[src/rtl/uart_tx_arbiter.sv]
// Round-robin arbiter sharing one uart_tx between NUM_REQ byte-stream requesters.
// A granted requester keeps the transmitter until its last byte; host pause holds at byte boundaries.
module uart_tx_arbiter #(
  parameter int NUM_REQ      = 4,
  parameter int LOCK_TIMEOUT = 1024
) (
  input  logic                 clock,
  input  logic                 reset_n,
  input  logic [NUM_REQ-1:0]   req_valid_i,
  input  logic [8*NUM_REQ-1:0] req_data_i,
  input  logic [NUM_REQ-1:0]   req_last_i,
  output logic [NUM_REQ-1:0]   req_ready_o,
  output logic [NUM_REQ-1:0]   grant_o,
  input  logic                 pause_i,
  output logic                 tx_write_o,
  output logic [7:0]           tx_data_o,
  input  logic                 tx_busy_i,
  output logic                 active_o
);

  localparam int IDX_W = $clog2(NUM_REQ);
  localparam int CNT_W = (LOCK_TIMEOUT > 0) ? $clog2(LOCK_TIMEOUT + 1) : 1;
  localparam logic [CNT_W-1:0] CNT_LIMIT = (LOCK_TIMEOUT > 0) ? CNT_W'(LOCK_TIMEOUT - 1) : '0;

  typedef enum logic [1:0] {IDLE, ISSUE, SETTLE, DRAIN} state_t;

  state_t           state;
  logic [IDX_W-1:0] rr_ptr;
  logic [IDX_W-1:0] owner;
  logic             locked;
  logic [CNT_W-1:0] idle_cnt;

  logic [IDX_W-1:0] pick_idx;
  logic             pick_found;
  logic             owner_valid;
  logic             owner_last;
  logic [7:0]       owner_data;

  function automatic logic [IDX_W-1:0] wrap_add(input logic [IDX_W-1:0] base, input int k);
    int s;
    s = int'(base) + k;
    if (s >= NUM_REQ) s = s - NUM_REQ;
    return IDX_W'(s);
  endfunction

  function automatic logic [NUM_REQ-1:0] onehot(input logic [IDX_W-1:0] idx);
    logic [NUM_REQ-1:0] r;
    r = '0;
    r[idx] = 1'b1;
    return r;
  endfunction

  // Searching downward leaves the first valid requester at or after rr_ptr as the winner.
  always_comb begin
    // NOTE: every always_comb output gets a default first so no path can infer a latch.
    pick_found = 1'b0;
    pick_idx   = rr_ptr;
    for (int k = NUM_REQ - 1; k >= 0; k--) begin
      if (req_valid_i[wrap_add(rr_ptr, k)]) begin
        pick_found = 1'b1;
        pick_idx   = wrap_add(rr_ptr, k);
      end
    end
  end

  assign owner_valid = req_valid_i[owner];
  assign owner_last  = req_last_i[owner];
  assign owner_data  = req_data_i[8*owner +: 8];
  assign active_o    = (state != IDLE);

  always_ff @(posedge clock or negedge reset_n) begin
    if (!reset_n) begin
      state       <= IDLE;
      grant_o     <= '0;
      req_ready_o <= '0;
      tx_write_o  <= 1'b0;
      tx_data_o   <= '0;
      rr_ptr      <= '0;
      owner       <= '0;
      locked      <= 1'b0;
      idle_cnt    <= '0;
    end else begin
      // NOTE: non-blocking defaults make the write strobe and ready one-cycle pulses.
      tx_write_o  <= 1'b0;
      req_ready_o <= '0;
      case (state)
        IDLE: begin
          if (!pause_i) begin
            if (locked) begin
              if (owner_valid) begin
                if (!tx_busy_i) begin
                  state       <= ISSUE;
                  tx_write_o  <= 1'b1;
                  tx_data_o   <= owner_data;
                  req_ready_o <= onehot(owner);
                end
              end else if (LOCK_TIMEOUT != 0) begin
                // Owner went quiet mid-packet: release after the idle budget runs out.
                if (idle_cnt >= CNT_LIMIT) begin
                  locked   <= 1'b0;
                  grant_o  <= '0;
                  rr_ptr   <= wrap_add(owner, 1);
                  idle_cnt <= '0;
                end else begin
                  idle_cnt <= idle_cnt + 1'b1;
                end
              end
            end else if (pick_found && !tx_busy_i) begin
              owner       <= pick_idx;
              grant_o     <= onehot(pick_idx);
              state       <= ISSUE;
              tx_write_o  <= 1'b1;
              tx_data_o   <= req_data_i[8*pick_idx +: 8];
              req_ready_o <= onehot(pick_idx);
            end
          end
        end
        ISSUE: begin
          locked   <= !owner_last;
          idle_cnt <= '0;
          if (owner_last) rr_ptr <= wrap_add(owner, 1);
          state <= SETTLE;
        end
        // uart_tx raises busy one cycle after the strobe, so busy is not trusted here.
        SETTLE: state <= DRAIN;
        DRAIN: begin
          if (!tx_busy_i) begin
            state <= IDLE;
            if (!locked) grant_o <= '0;
          end
        end
        default: state <= IDLE;
      endcase
    end
  end

endmodule

[config.mk]
export PLATFORM = sky130hd
export DESIGN_NAME = uart_tx_arbiter
export DESIGN_NICKNAME = d
export VERILOG_FILES = /design/src/rtl/uart_tx_arbiter.sv
export SDC_FILE = /design/constraint.sdc
export NUM_CORES = 1
export LEC_CHECK = 0
export CORE_MARGIN = 4
export CORE_UTILIZATION = 53
export DETAILED_ROUTE_END_ITERATION = 7
export PLACE_DENSITY_LB_ADDON = 0.08
export SLEW_MARGIN = 20
export SYNTH_ARGS = -nofsm -noshare
export SYNTH_HDL_FRONTEND = slang
export SYNTH_SLANG_ARGS = --single-unit
[constraint.sdc]
create_clock -name clock -period 5.6 [get_ports clock]
set_input_delay 1.12 -clock clock [delete_from_list [all_inputs] [get_ports clock]]
set_output_delay 1.12 -clock clock [all_outputs]
set_load 0.005 [all_outputs]
==> results of run 1 <==
## cell usage after synthesis, drive strengths merged, types with 5 or more instances
cell,number
mux2i,10
o21ai,18
nand2b,7
o31ai,7
ha,9
and2,11
buf,9
mux2,5
dfrtp,35
nand2,17
a21oi,12
inv,16
a221oi,17
nor2,29
## layout make-up
class | instances | area [sq um]
multi-input combinational | 181 | 1300
inverter | 16 | 62.6
clock buffer | 7 | 76.3
timing repair buffer | 62 | 618
fill | 323 | 1110
tap | 50 | 62.6
sequential | 35 | 876
clock inverter | 1 | 5.00
## state kept, by name, indices dropped and copies added, names as in the netlist, 2 cells and up
| register | flops |
|---|---|
| state | 2 |
| owner | 2 |
| grant_o | 4 |
| req_ready_o | 4 |
| rr_ptr | 2 |
| idle_cnt | 11 |
| tx_data_o | 8 |
## power groups by stage
stage	logic, uW	clock network (uW)	registers (uW)
final	677	176	428
after global routing	757	191	444
after CTS	678	180	428
after global placement	664	0	430
after floorplan	499	0	395
after detailed placement	674	0	431
## worst min-delay path, cell delays in order (launching register included)
cell and delay (ns):
sky130_fd_sc_hd__dfrtp_1 0.35, sky130_fd_sc_hd__nand2_1 0.06, sky130_fd_sc_hd__o31ai_1 0.05
## cell families after synthesis
kind of cell,count (synthesis),synth area share
AND/OR/NAND/NOR,83,0.183
multiplexers,17,0.0865
AO/OA/AOI/OAI,72,0.241
buffers and inverters,28,0.0655
adder cells (fa/ha/maj),9,0.0483
flip-flops,35,0.376
## through the flow
step	total power, uW	instances
after floorplan	893	244
after global placement	1090	344
after detailed placement	1110	344
after CTS	1290	352
after global routing	1390	352
final	1280	352
## worst min-delay path by stage
stage | start | to | slack [ns] | depth (start not counted)
finish | tx_data_o[1] | tx_data_o[1] | 0.49 | 2
global route | idle_cnt[4] | idle_cnt[4] | 0.51 | 1
CTS | idle_cnt[4] | idle_cnt[4] | 0.49 | 1
detailed placement | idle_cnt[4] | idle_cnt[4] | 0.48 | 1
global placement | idle_cnt[10] | idle_cnt[10] | 0.47 | 2
floorplan | idle_cnt[4] | idle_cnt[4] | 0.45 | 1
## metal layers
| layer | GRT usage | routed length, um | vias up |
|---|---|---|---|
| met5 | 0 | 0 | - |
| li1 | - | - | 1004 |
| met4 | 0.0514 | 50 | 0 |
| met3 | 0.0568 | 338 | 8 |
| met2 | 0.339 | 2570 | 74 |
| met1 | 0.288 | 2540 | 958 |
==> key figures, run 1 <==
Setup path
  – Critical-path maximum fanout: 16
  – CP cell instances: clkdlybuf4s50_1, and2_1, o21ai_1, a2111o_1, nand2_2, a221oi_1, a221oi_2
  – Number of stages on the worst setup path: 7
  – Type of destination of the critical path: flip-flop
  – Data required time of the critical path: 5.79 ns
  – Arrival time of the worst setup path: roughly 3.6 ns
  – Kind of cell adding the most delay to the critical path: compound AO/OA/AOI/OAI gates
  – Max stage delay cell, worst path: sky130_fd_sc_hd__clkdlybuf4s50_1
  – Max stage delay on crit path: between 0.6 and 0.7 ns
  – Critical R2R Capture: idle_cnt[7]
  – Capturing instance or port of the critical path: tx_data_o[0]
  – RR Startpoint: state[0]
  – Number of buffers and inverters on the critical path: 1
  – Worst reg2reg path depth: 8
  – Reg-to-reg setup timing slack: approximately 3 ns
  – Startpoint type of the worst setup path: primary input
  – Critical path class: in -> reg
  – First element of the critical path: req_valid_i[0]

Clocking
  – Clock Tree Root: sky130_fd_sc_hd__clkbuf_8
  – Cts bufs inserted: 5
  – TritonCTS clock tree: done
  – Clock network latency to the later pin of the worst-skew pair: a little under 0.3 ns
  – Maximum buffer depth of the clock tree: 2
  – # hold bufs at CTS: 0
  – Resized cells post-CTS: 0
  – Clock sink total: 35
  – H-tree depth: 2
  – Setup Buffers After CTS: 0
  – Clock input transition at the sequential cells of the worst setup and hold paths: ~0.07 ns

Pwr
  – Leakage power figure: 0.00126 uW
  – Reported net switching power: roughly 530 uW
  – Reg power frac: 0.334
  – Total power density per cell area: 427 nW/um^2
  – Switching part of the total power: 0.414
  – Internal Pwr Total: between 700 and 800 uW
  – Peak supply drop: 0.256 mV
  – Proportion of power drawn by the clock network: 0.138
  – Logic pwr share: 0.528

Floorplanning
  – Die outline area: about 5500 sq um
  – Overall die height: 74.3 um
  – Chip width: about 74 um
  – IO Pins: 62
  – Effective utilization at floorplan: 0.566
  – Number of cell rows: 23
  – Area inside the core boundary: approximately 4100 sq um

Logic synthesis
  – Main flop type after synthesis: sky130_fd_sc_hd__dfrtp_1
  – Synthesized area: between 2000 and 2500 sq um
  – Number of synthesized flops with an enable pin: 0
  – Leading area contributor after synthesis: sky130_fd_sc_hd__dfrtp_1
  – Share of the synthesized area in the top cell type: 0.376
  – Register bit total from synthesis: 35
  – Number of nets in the synthesized netlist: between 200 and 300
  – Avg Synthesized Cell Area: about 9.5 sq um
  – Distinct cells, synth: between 40 and 50
  – Number of instances in the synthesized netlist: 244
  – Share of the yosys chip area belonging to registers: 0.376
  – Proportion of register bits with asynchronous set or reset after synthesis: 1.00
  – Warnings from Yosys: 0
  – Synth area leaders: sky130_fd_sc_hd__dfrtp_1, sky130_fd_sc_hd__a221oi_2, sky130_fd_sc_hd__ha_1

Drt
  – Via count: 2044
  – DRC violation count after routing: 0
  – Detailed-route vias per instance: approximately 5.8
  – Number of DRC markers in iteration 0: roughly 170
  – DRT antenna net count: 0
  – Total length of routed wires: approximately 5500 um
  – First-pass DRT Iterations: 4
  – Avg WL per Cell: between 15 and 20 um

Layout
  – Area growth from synthesis to final layout: 28.8%
  – Ant diodes: 0
  – Fraction of layout instances using a drive strength above 1: 0.106
  – Final layout net count: roughly 350
  – Most common library cell in the layout ignoring fill and taps: sky130_fd_sc_hd__clkdlybuf4s50_1
  – Final standard cell utilization of the core: 0.729
  – Non-Filler Cell Area, Final: between 3000 and 4000 sq um
  – Highest-count cells in the layout ignoring fill and taps: sky130_fd_sc_hd__clkdlybuf4s50_1, sky130_fd_sc_hd__dfrtp_1, sky130_fd_sc_hd__nor2_1

Global route
  – Total congestion overflow: 0
  – First-pass GRT wire length: approximately 9000 um
  – Largest net degree at the start of global routing: 36
  – All-Layer GR Usage: 0.212
  – Number of global-route vias before repair: roughly 2000
  – Initial antenna violation count: 0

STA
  – Slew Limit Fails: 0
  – Worst Setup Slack, final: about 2.2 ns
  – Timing-limited maximum frequency: between 200 and 300 MHz
  – Slew HR: 0.414
  – Slew at the pin closest to its max-slew limit: 0.879 ns
  – Crit share post-route: 0.599
  – Setup repair after global routing missed its margin: false
  – Number of setup violations in the final report: 0
  – Hold Worst Slack: 0.493 ns
  – Final-layout setup total negative slack: 0 ns
  – Final Hold Viols: 0
  – Final critical path time including I/O delays and setup: 3.36 ns
  – Largest clock skew in the final design: approximately 0.0084 ns

Place
  – Final weighted congestion of routability-driven global placement: between 0.8 and 0.9
  – Total half-perimeter wirelength after legalization and detailed placement: about 4100 um
  – Setup WS pre-CTS: about 1.9 ns
  – Number of port buffers: between 60 and 70
  – Placed standard-cell area: approximately 2900 sq um

Outcome
  – Status: finished clean

Job
  – Max capacitance violation total: 0

Hold path
  – Worst hold-check path type: reg -> reg
(Power assumes the default switching activity.)
==> run 2: changes to the inputs <==
Settings changed: CORE_UTILIZATION 53 to 49.
Clock period 5.6 ns to 3.3 ns, I/O delays scaled along.
==> key figures, run 2 (synthesized netlist as in run 1, its figures left out) <==
Global route
  – Total congestion overflow: 0 (unchanged)
  – All-Layer GR Usage: 0.192 (-0.0200)
  – Number of global-route vias before repair: 2016 (-0.59%)
  – Initial antenna violation count: 0 (unchanged)
  – First-pass GRT wire length: 9380 um (+2.6%)
  – Largest net degree at the start of global routing: 36 (unchanged)

Layout
  – Ant diodes: 0 (unchanged)
  – Flip-flop count of the largest register after layout: 11 (unchanged)
  – Final layout net count: 363 (+2.5%)
  – Highest-count cells in the layout ignoring fill and taps: sky130_fd_sc_hd__clkdlybuf4s50_1, sky130_fd_sc_hd__dfrtp_1, sky130_fd_sc_hd__nor2_1
  – Most common library cell in the layout ignoring fill and taps: sky130_fd_sc_hd__clkdlybuf4s50_1
  – Area growth from synthesis to final layout: 33.4%
  – Largest register by flop count: idle_cnt
  – Largest regs: idle_cnt x11, tx_data_o x8
  – Fraction of layout instances using a drive strength above 1: 0.138 (+0.0323)
  – Non-Filler Cell Area, Final: 3110 sq um (+3.5%)

STA
  – Final Hold Viols: 0 (unchanged)
  – Crit share post-route: 0.779
  – Number of setup violations in the final report: 0 (unchanged)
  – Final-layout setup total negative slack: 0 ns (unchanged)
  – Slew HR: 0.619 (+0.206)
  – Slew Limit Fails: 0 (unchanged)
  – Setup repair after global routing missed its margin: false
  – Largest clock skew in the final design: 0.00619 ns (-0.00218 ns)
  – Timing-limited maximum frequency: between 300 and 400 MHz
  – Final critical path time including I/O delays and setup: between 2 and 3 ns
  – Slew at the pin closest to its max-slew limit: 0.563 ns (-0.316 ns)

Setup path
  – Startpoint type of the worst setup path: primary input
  – Data required time of the critical path: 3.48 ns (-2.31 ns)
  – Critical path class: in -> reg
  – Arrival time of the worst setup path: 2.75 ns (-0.80 ns)
  – Type of destination of the critical path: flip-flop
  – Critical-path maximum fanout: 13 (-3)

Drt
  – First-pass DRT Iterations: 4 (unchanged)
  – Avg WL per Cell: 15.2 um (-2.9%)
  – Detailed-route vias per instance: 5.57 (-4.0%)
  – DRT antenna net count: 0 (unchanged)
  – DRC violation count after routing: 0 (unchanged)
  – Via count: 2023 (-1.0%)
  – Number of DRC markers in iteration 0: 72 (-58%)
  – Total length of routed wires: 5500 um (+0.11%)

Clocking
  – Cts bufs inserted: 5 (unchanged)
  – Clock Tree Root: sky130_fd_sc_hd__clkbuf_8
  – Maximum buffer depth of the clock tree: 2 (unchanged)
  – Setup Buffers After CTS: 0 (unchanged)
  – Clock input transition at the sequential cells of the worst setup and hold paths: 0.07 ns (about the same)
  – H-tree depth: 2 (unchanged)
  – TritonCTS clock tree: done
  – Clock sink total: 35 (unchanged)
  – Resized cells post-CTS: 0 (unchanged)
  – # hold bufs at CTS: 0 (unchanged)
  – Clock network latency to the later pin of the worst-skew pair: 0.29 ns (about the same)

Job
  – Max capacitance violation total: 0 (unchanged)

Place
  – Number of port buffers: 61 (unchanged)
  – Placed standard-cell area: 2990 sq um (+2.4%)
  – Total half-perimeter wirelength after legalization and detailed placement: 4080 um (-1.2%)
  – Final weighted congestion of routability-driven global placement: 0.823 (-7.9%)

Floorplanning
  – Area inside the core boundary: 4470 sq um (+8.7%)
  – Overall die height: 77.0 um (+3.6%)
  – Effective utilization at floorplan: 0.521 (-0.0454)
  – Number of cell rows: 24 (+4.3%)
  – Die outline area: 5920 sq um (+7.3%)
  – IO Pins: 62 (unchanged)
  – Chip width: 77.0 um (+3.6%)

Pwr
  – Total power density per cell area: 744 nW/um^2 (+74%)
  – Peak supply drop: 0.438 mV (+71%)
  – Leakage power figure: 0.00133 uW (+5.0%)

Outcome
  – Status: finished clean

Hold path
  – Worst hold-check path type: reg -> reg
==> run 2: metal layers <==
metal | wire length [um] | GRT usage | up-vias
met1 | 2550 | 0.248 | 938
li1 | - | - | 1024
met2 | 2550 | 0.314 | 56
met3 | 359 | 0.0609 | 5
met5 | 0 | 0 | -
met4 | 42 | 0.0417 | 0
==> run 2: path summary, 6_finish.rpt <==
kind | endpoint | depth (start not counted) | start | slack [ns]
worst max-delay path | idle_cnt[5] | 7 | req_valid_i[3] | 0.73
worst min-delay path | idle_cnt[4] | 1 | idle_cnt[4] | 0.47
worst max register to register | idle_cnt[5] | 6 | owner[1] | 0.93
worst min register to register | idle_cnt[4] | 1 | idle_cnt[4] | 0.47
max in group asynchronous | tx_data_o[5] | 2 | reset_n | 2.20
min in group asynchronous | state[0] | 2 | reset_n | 0.78
==> run 2: power breakdown <==
part | internal (uW) | switching, uW
clock | 244 | 157
combinational | 588 | 591
sequential | 565 | 166
total | 1400 | 914
==> run 2: final cells by class <==
| class | count | area, sq um |
|---|---|---|
| Fill cell | 374 | 1370 |
| Multi-Input combinational cell | 181 | 1300 |
| Sequential cell | 35 | 876 |
| Timing Repair Buffer | 71 | 686 |
| Clock buffer | 6 | 82.6 |
| Tap cell | 52 | 65.1 |
| Inverter | 16 | 62.6 |
| Clock inverter | 2 | 35.0 |
==> run 2: per-stage QoR <==
| step | util | total power, uW | std cells | hold WS [ns] | setup WS [ns] |
|---|---|---|---|---|---|
| 2_1_floorplan | - | 1520 | 244 | 0.364 | 1.07 |
| 3_3_place_gp | 0.668 | 1900 | 355 | 0.462 | 0.486 |
| 3_5_place_dp | 0.668 | 1910 | 355 | 0.468 | 0.436 |
| 4_1_cts | 0.695 | 2320 | 363 | 0.478 | 0.719 |
| 5_1_grt | 0.695 | 2500 | 363 | 0.516 | 0.610 |
| 6_report | 0.695 | 2310 | 363 | 0.474 | 0.730 |
==> run 2: worst max-delay path, cell delays in order <==
cell and delay (ns):
sky130_fd_sc_hd__clkdlybuf4s50_1 0.42, sky130_fd_sc_hd__mux4_2 0.52, sky130_fd_sc_hd__nor2_1 0.18, sky130_fd_sc_hd__a22oi_1 0.09, sky130_fd_sc_hd__buf_4 0.21, sky130_fd_sc_hd__or2_1 0.36
sky130_fd_sc_hd__o41ai_2 0.31
==> run 3: changes to the inputs <==
Settings changed: CORE_UTILIZATION 49 to 44.
Clock period 3.3 ns to 2.2 ns, I/O delays scaled along.
==> key figures, run 3 (synthesized netlist as in run 1, its figures left out) <==
Layout
  – Fraction of layout instances using a drive strength above 1: 0.249 (+0.110)
  – Flip-flop count of the largest register after layout: 11 (unchanged)
  – Largest register by flop count: idle_cnt
  – Filler instances: 437 (+17%)
  – Most common library cell in the layout ignoring fill and taps: sky130_fd_sc_hd__clkdlybuf4s50_1
  – Final layout net count: 394 (+8.5%)
  – Non-Filler Cell Area, Final: 3440 sq um (+11%)
  – Area growth from synthesis to final layout: 47.9%
  – Highest-count cells in the layout ignoring fill and taps: sky130_fd_sc_hd__clkdlybuf4s50_1, sky130_fd_sc_hd__buf_4, sky130_fd_sc_hd__dfrtp_1
  – Largest regs: idle_cnt x11, tx_data_o x8
  – Ant diodes: 0 (unchanged)

Drt
  – Detailed-route vias per instance: 5.33 (-4.4%)
  – DRT antenna net count: 0 (unchanged)
  – DRC violation count after routing: 0 (unchanged)
  – Number of DRC markers in iteration 0: 106 (+47%)
  – Avg WL per Cell: 14.5 um (-4.0%)
  – Via count: 2195 (+8.5%)
  – First-pass DRT Iterations: 4 (unchanged)
  – Total length of routed wires: 5990 um (+8.9%)

Global route
  – All-Layer GR Usage: 0.198 (+0.00643)
  – Number of global-route vias before repair: 2121 (+5.2%)
  – Largest net degree at the start of global routing: 36 (unchanged)
  – Initial antenna violation count: 0 (unchanged)
  – Total congestion overflow: 0 (unchanged)
  – First-pass GRT wire length: 10000 um (+7.1%)

Clocking
  – Clock Tree Root: sky130_fd_sc_hd__clkbuf_8
  – Clock network latency to the later pin of the worst-skew pair: 0.29 ns (about the same)
  – Clock sink total: 35 (unchanged)
  – Cts bufs inserted: 5 (unchanged)
  – # hold bufs at CTS: 0 (unchanged)
  – Clock input transition at the sequential cells of the worst setup and hold paths: 0.07 ns (about the same)
  – H-tree depth: 2 (unchanged)
  – Maximum buffer depth of the clock tree: 2 (unchanged)
  – TritonCTS clock tree: done

STA
  – Final critical path time including I/O delays and setup: roughly 2.1 ns
  – Hold Worst Slack: 0.240 ns (-0.234 ns)
  – Slew Limit Fails: 0 (unchanged)
  – Timing-limited maximum frequency: 476 MHz
  – Crit share post-route: 0.955
  – Final Hold Viols: 0 (unchanged)
  – Largest clock skew in the final design: 0.00316 ns (-0.00303 ns)
  – Final-layout setup total negative slack: 0 ns (unchanged)
  – Setup repair after global routing missed its margin: false
  – Slew HR: 0.457 (-0.163)
  – Slew at the pin closest to its max-slew limit: 0.815 ns (+0.251 ns)
  – Number of setup violations in the final report: 0 (unchanged)

Setup path
  – First element of the critical path: state[0]
  – Number of stages on the worst setup path: 4 (-3)
  – Arrival time of the worst setup path: 1.66 ns (-1.09 ns)
  – Startpoint type of the worst setup path: flip-flop
  – Kind of cell adding the most delay to the critical path: buffers and inverters
  – Library cell appearing most often on the critical path: sky130_fd_sc_hd__inv_1
  – Capturing instance or port of the critical path: active_o
  – Critical R2R Capture: tx_data_o[5]
  – Data required time of the critical path: 1.76 ns (-1.72 ns)
  – Worst reg2reg path depth: 7 (+1)
  – CP cell instances: inv_1, ha_1, inv_1, clkdlybuf4s50_1
  – Number of buffers and inverters on the critical path: 3 (+1)
  – Max stage delay cell, worst path: sky130_fd_sc_hd__clkdlybuf4s50_1
  – Max stage delay on crit path: 0.51 ns (about the same)
  – Critical path class: reg -> out
  – Type of destination of the critical path: output port
  – Reg-to-reg setup timing slack: 0.15 ns (-0.78 ns)
  – RR Startpoint: rr_ptr[0]
  – Critical-path maximum fanout: 6 (-7)

Outcome
  – Status: finished clean

Floorplanning
  – Die outline area: 6520 sq um (+10%)
  – Number of cell rows: 26 (+8.3%)
  – Area inside the core boundary: 5110 sq um (+14%)
  – Chip width: 80.8 um (+5.0%)
  – IO Pins: 62 (unchanged)
  – Overall die height: 80.8 um (+5.0%)
  – Effective utilization at floorplan: 0.456 (-0.0645)

Place
  – Final weighted congestion of routability-driven global placement: 0.891 (+8.3%)
  – Placed standard-cell area: 3240 sq um (+8.5%)
  – Number of port buffers: 61 (unchanged)
  – Total half-perimeter wirelength after legalization and detailed placement: 4500 um (+10%)

Hold path
  – Worst hold-check path type: in -> async

Pwr
  – Leakage power figure: 0.00151 uW (+14%)
  – Peak supply drop: 0.562 mV (+28%)
  – Total power density per cell area: 1130 nW/um^2 (+52%)

Job
  – Max capacitance violation total: 0 (unchanged)
-- run 3: cell types whose count changed in the layout (fill, tap and decap cells not counted), moves of 2 or more --
cell | previous run | this run
sky130_fd_sc_hd__a221oi_1 | 9 | 2
sky130_fd_sc_hd__a221oi_2 | 8 | 15
sky130_fd_sc_hd__clkdlybuf4s50_1 | 61 | 56
sky130_fd_sc_hd__buf_12 | 0 | 2
sky130_fd_sc_hd__dlygate4sd2_1 | 0 | 4
sky130_fd_sc_hd__buf_4 | 10 | 37
-- run 3: per-stage QoR --
stage	utilization	power [uW]	instances	worst slack (ns)
2_1_floorplan	-	2270	244	0.187
6_report	0.674	3910	412	0.0983
3_5_place_dp	0.635	3170	401	-0.411
3_3_place_gp	0.635	3140	401	-0.367
5_1_grt	0.674	4220	412	0.00909
4_1_cts	0.672	3920	411	0.0840
-- run 3: repair_timing --
item | CTS | global route
pin swaps | 2 | 0
cloned | 1 | 0
gates resized for setup | 13 | 2
endpoints found under the setup margin | 12 | 9
setup buffers | 1 | 1
-- run 3: metal layers --
layer  up-vias  part of all wire  wire length (um)  track usage
met5         -                 0                 0            0
li1       1087                 -                 -            -
met1      1040              0.45              2710        0.258
met4         0             0.013                76       0.0574
met3         9             0.059               356       0.0588
met2        59              0.48              2850        0.320
-- run 3: power breakdown --
| group | leakage [uW] | internal, uW | total, uW | switching, uW |
|---|---|---|---|---|
| combinational | 0.00101 | 1260 | 2320 | 1060 |
| clock | 0.0000505 | 285 | 532 | 247 |
| sequential | 0.000447 | 849 | 1060 | 207 |
-- run 3: layout make-up --
type | instances | area, sq um | share of cell area
repair buffers | 102 | 962 | 0.279
well taps | 70 | 87.6 | 0.0254
clock inverters | 1 | 7.51 | 0.00218
multi-input cells | 181 | 1350 | 0.392
inverters | 16 | 62.6 | 0.0182
clock buffers | 7 | 96.3 | 0.0280
flip-flops and latches | 35 | 877 | 0.255
-- run 3: worst min-delay path by stage --
| stage | slack (ns) | to | cells after the start |
|---|---|---|---|
| finish | 0.24 | state[0] | 1 |
| global route | 0.31 | req_ready_o[1] | 1 |
| CTS | 0.26 | state[0] | 1 |
| detailed placement | 0.47 | idle_cnt[4] | 1 |
| global placement | 0.47 | idle_cnt[4] | 1 |
| floorplan | 0.14 | grant_o[0] | 0 |
==> edit (flow settings as in run 3) <==
Change the parameter `LOCK_TIMEOUT` from 1024 to 2048.
--- a/src/rtl/uart_tx_arbiter.sv
+++ b/src/rtl/uart_tx_arbiter.sv
@@ -2,7 +2,7 @@
 // A granted requester keeps the transmitter until its last byte; host pause holds at byte boundaries.
 module uart_tx_arbiter #(
   parameter int NUM_REQ      = 4,
-  parameter int LOCK_TIMEOUT = 1024
+  parameter int LOCK_TIMEOUT = 2048
 ) (
   input  logic                 clock,
   input  logic                 reset_n,
Formal check against the unedited RTL: same outputs for any inputs over 4 cycles, from zero or initial values and one cycle with reset_n low; that may be too few to reach the edited logic, so the function may still have changed.
==> edit against run 3 <==
Worst setup slack gained 3.8 ps. Sequential share of layout area grew 0.45 points. Design area grew 0.94%. Sequential cell count grew 1. Clock power grew 11%. Cell count grew 0.49%. Register-to-register slack lost 50 ps. Wire length grew 13%. Total power grew 4.1%. Combinational power grew 3%. Utilization shrank 4.3 points. Synthesized cell count grew 1.6%. Area after synthesis grew 7.0%. Critical endpoint is now idle_cnt[3]. Largest power group unchanged.
==> edit: results <==
[status]
run_status = finished clean

[yosys]
number_of_different_library_cells_in_the_post_synthesis_netlist = 52
synth_commonest_cells = sky130_fd_sc_hd__dfrtp_1 (36), sky130_fd_sc_hd__nand2_1 (23), sky130_fd_sc_hd__nor2_1 (20), sky130_fd_sc_hd__o21ai_0 (16), sky130_fd_sc_hd__mux2i_1 (12)
netlist_top_cells_area = sky130_fd_sc_hd__dfrtp_1 (36%), sky130_fd_sc_hd__mux2i_1 (4.8%), sky130_fd_sc_hd__a221oi_2 (4.8%), sky130_fd_sc_hd__ha_1 (4.5%), sky130_fd_sc_hd__nand2_1 (3.5%)
seq_area_frac_synth = 0.361
post_synth_inst_count = 248
postSynthNetCount = 301

[critical_path]
critPathMaxStageDelay_ps = 580
crit_fanout = 4
setup.reg_to_reg.worst_slack_ps = 100
critical_path.top_delay_family = multiplexers
length_in_cells_of_the_worst_reg_to_reg_path = 6
worstSetupEndpoint = idle_cnt[3]
critical_path.startpoint = owner[1]
cpMaxStageDelayCell = sky130_fd_sc_hd__mux4_2
crit_type = register to register

[placed_design]
dp_slack_ps = -429
dp_hpwl_mm = 5.28
finalWeightedCongestion = 0.838

[finish]
biggestRegsByFlops = idle_cnt: 12 flops, tx_data_o: 8 flops
post_route_cells_drive_above_1_share = 0.243
finish.cell_count_without_fillers = 414

[grt]
use_met1 = 0.247
met3_usage = 0.0476
number_of_global_route_vias_before_repair = 2367
grt_util_all_layers = 0.199
first_pass_grt_wire_length_mm = 11.4
use_met2 = 0.353
grt_max_degree = 24

[routing]
detailedRoute.firstIterationViolations = 64
met3_layer_wire_length_in_the_routed_design_um = 410
routed_wirelength_mm = 6.76
wirelength_met1_mm = 2.81
drt.antenna.violating_nets = 0
route.met2.wl_mm = 3.46
via_per_inst = 5.48

[timing]
final.setup_skew_ps = 6.16
hold_slack_ps = 132
worstMarginPinSlew_ps = 566
timing.final.crit_share = 0.954

[power]
total_leakage_power_nw = 1.50
vdd_ir_drop_max_mv = 0.537
power.clock.fraction = 0.145
p_int_w = 0.00246

[clocking]
cts_setup_buffers = 0
worst_setup_hold_path_clk_slew_ps = 80
cts_resized = 5
[edit: per-stage QoR]
| stage | power (W) | instance area [µm²] |
|---|---|---|
| 2_1_floorplan | 0.00252 | 2490 |
| 3_3_place_gp | 0.00343 | 3360 |
| 3_5_place_dp | 0.00348 | 3360 |
| 4_1_cts | 0.00410 | 3470 |
| 5_1_grt | 0.00440 | 3480 |
| 6_report | 0.00407 | 3480 |
[edit: kinds of logic after synthesis]
family / synth area share
adder cells (fa/ha/maj): 0.0452
flip-flops: 0.361
multiplexers: 0.0933
AND/OR/NAND/NOR: 0.197
AO/OA/AOI/OAI: 0.246
buffers and inverters: 0.0577
[edit: area by class of cell]
type,count,area (µm²)
multi-input combinational,191,1460
timing repair buffer,98,883
tap,72,90.1
clock buffer,6,72.6
sequential,36,901
fill,470,2030
clock inverter,2,35.0
inverter,9,33.8
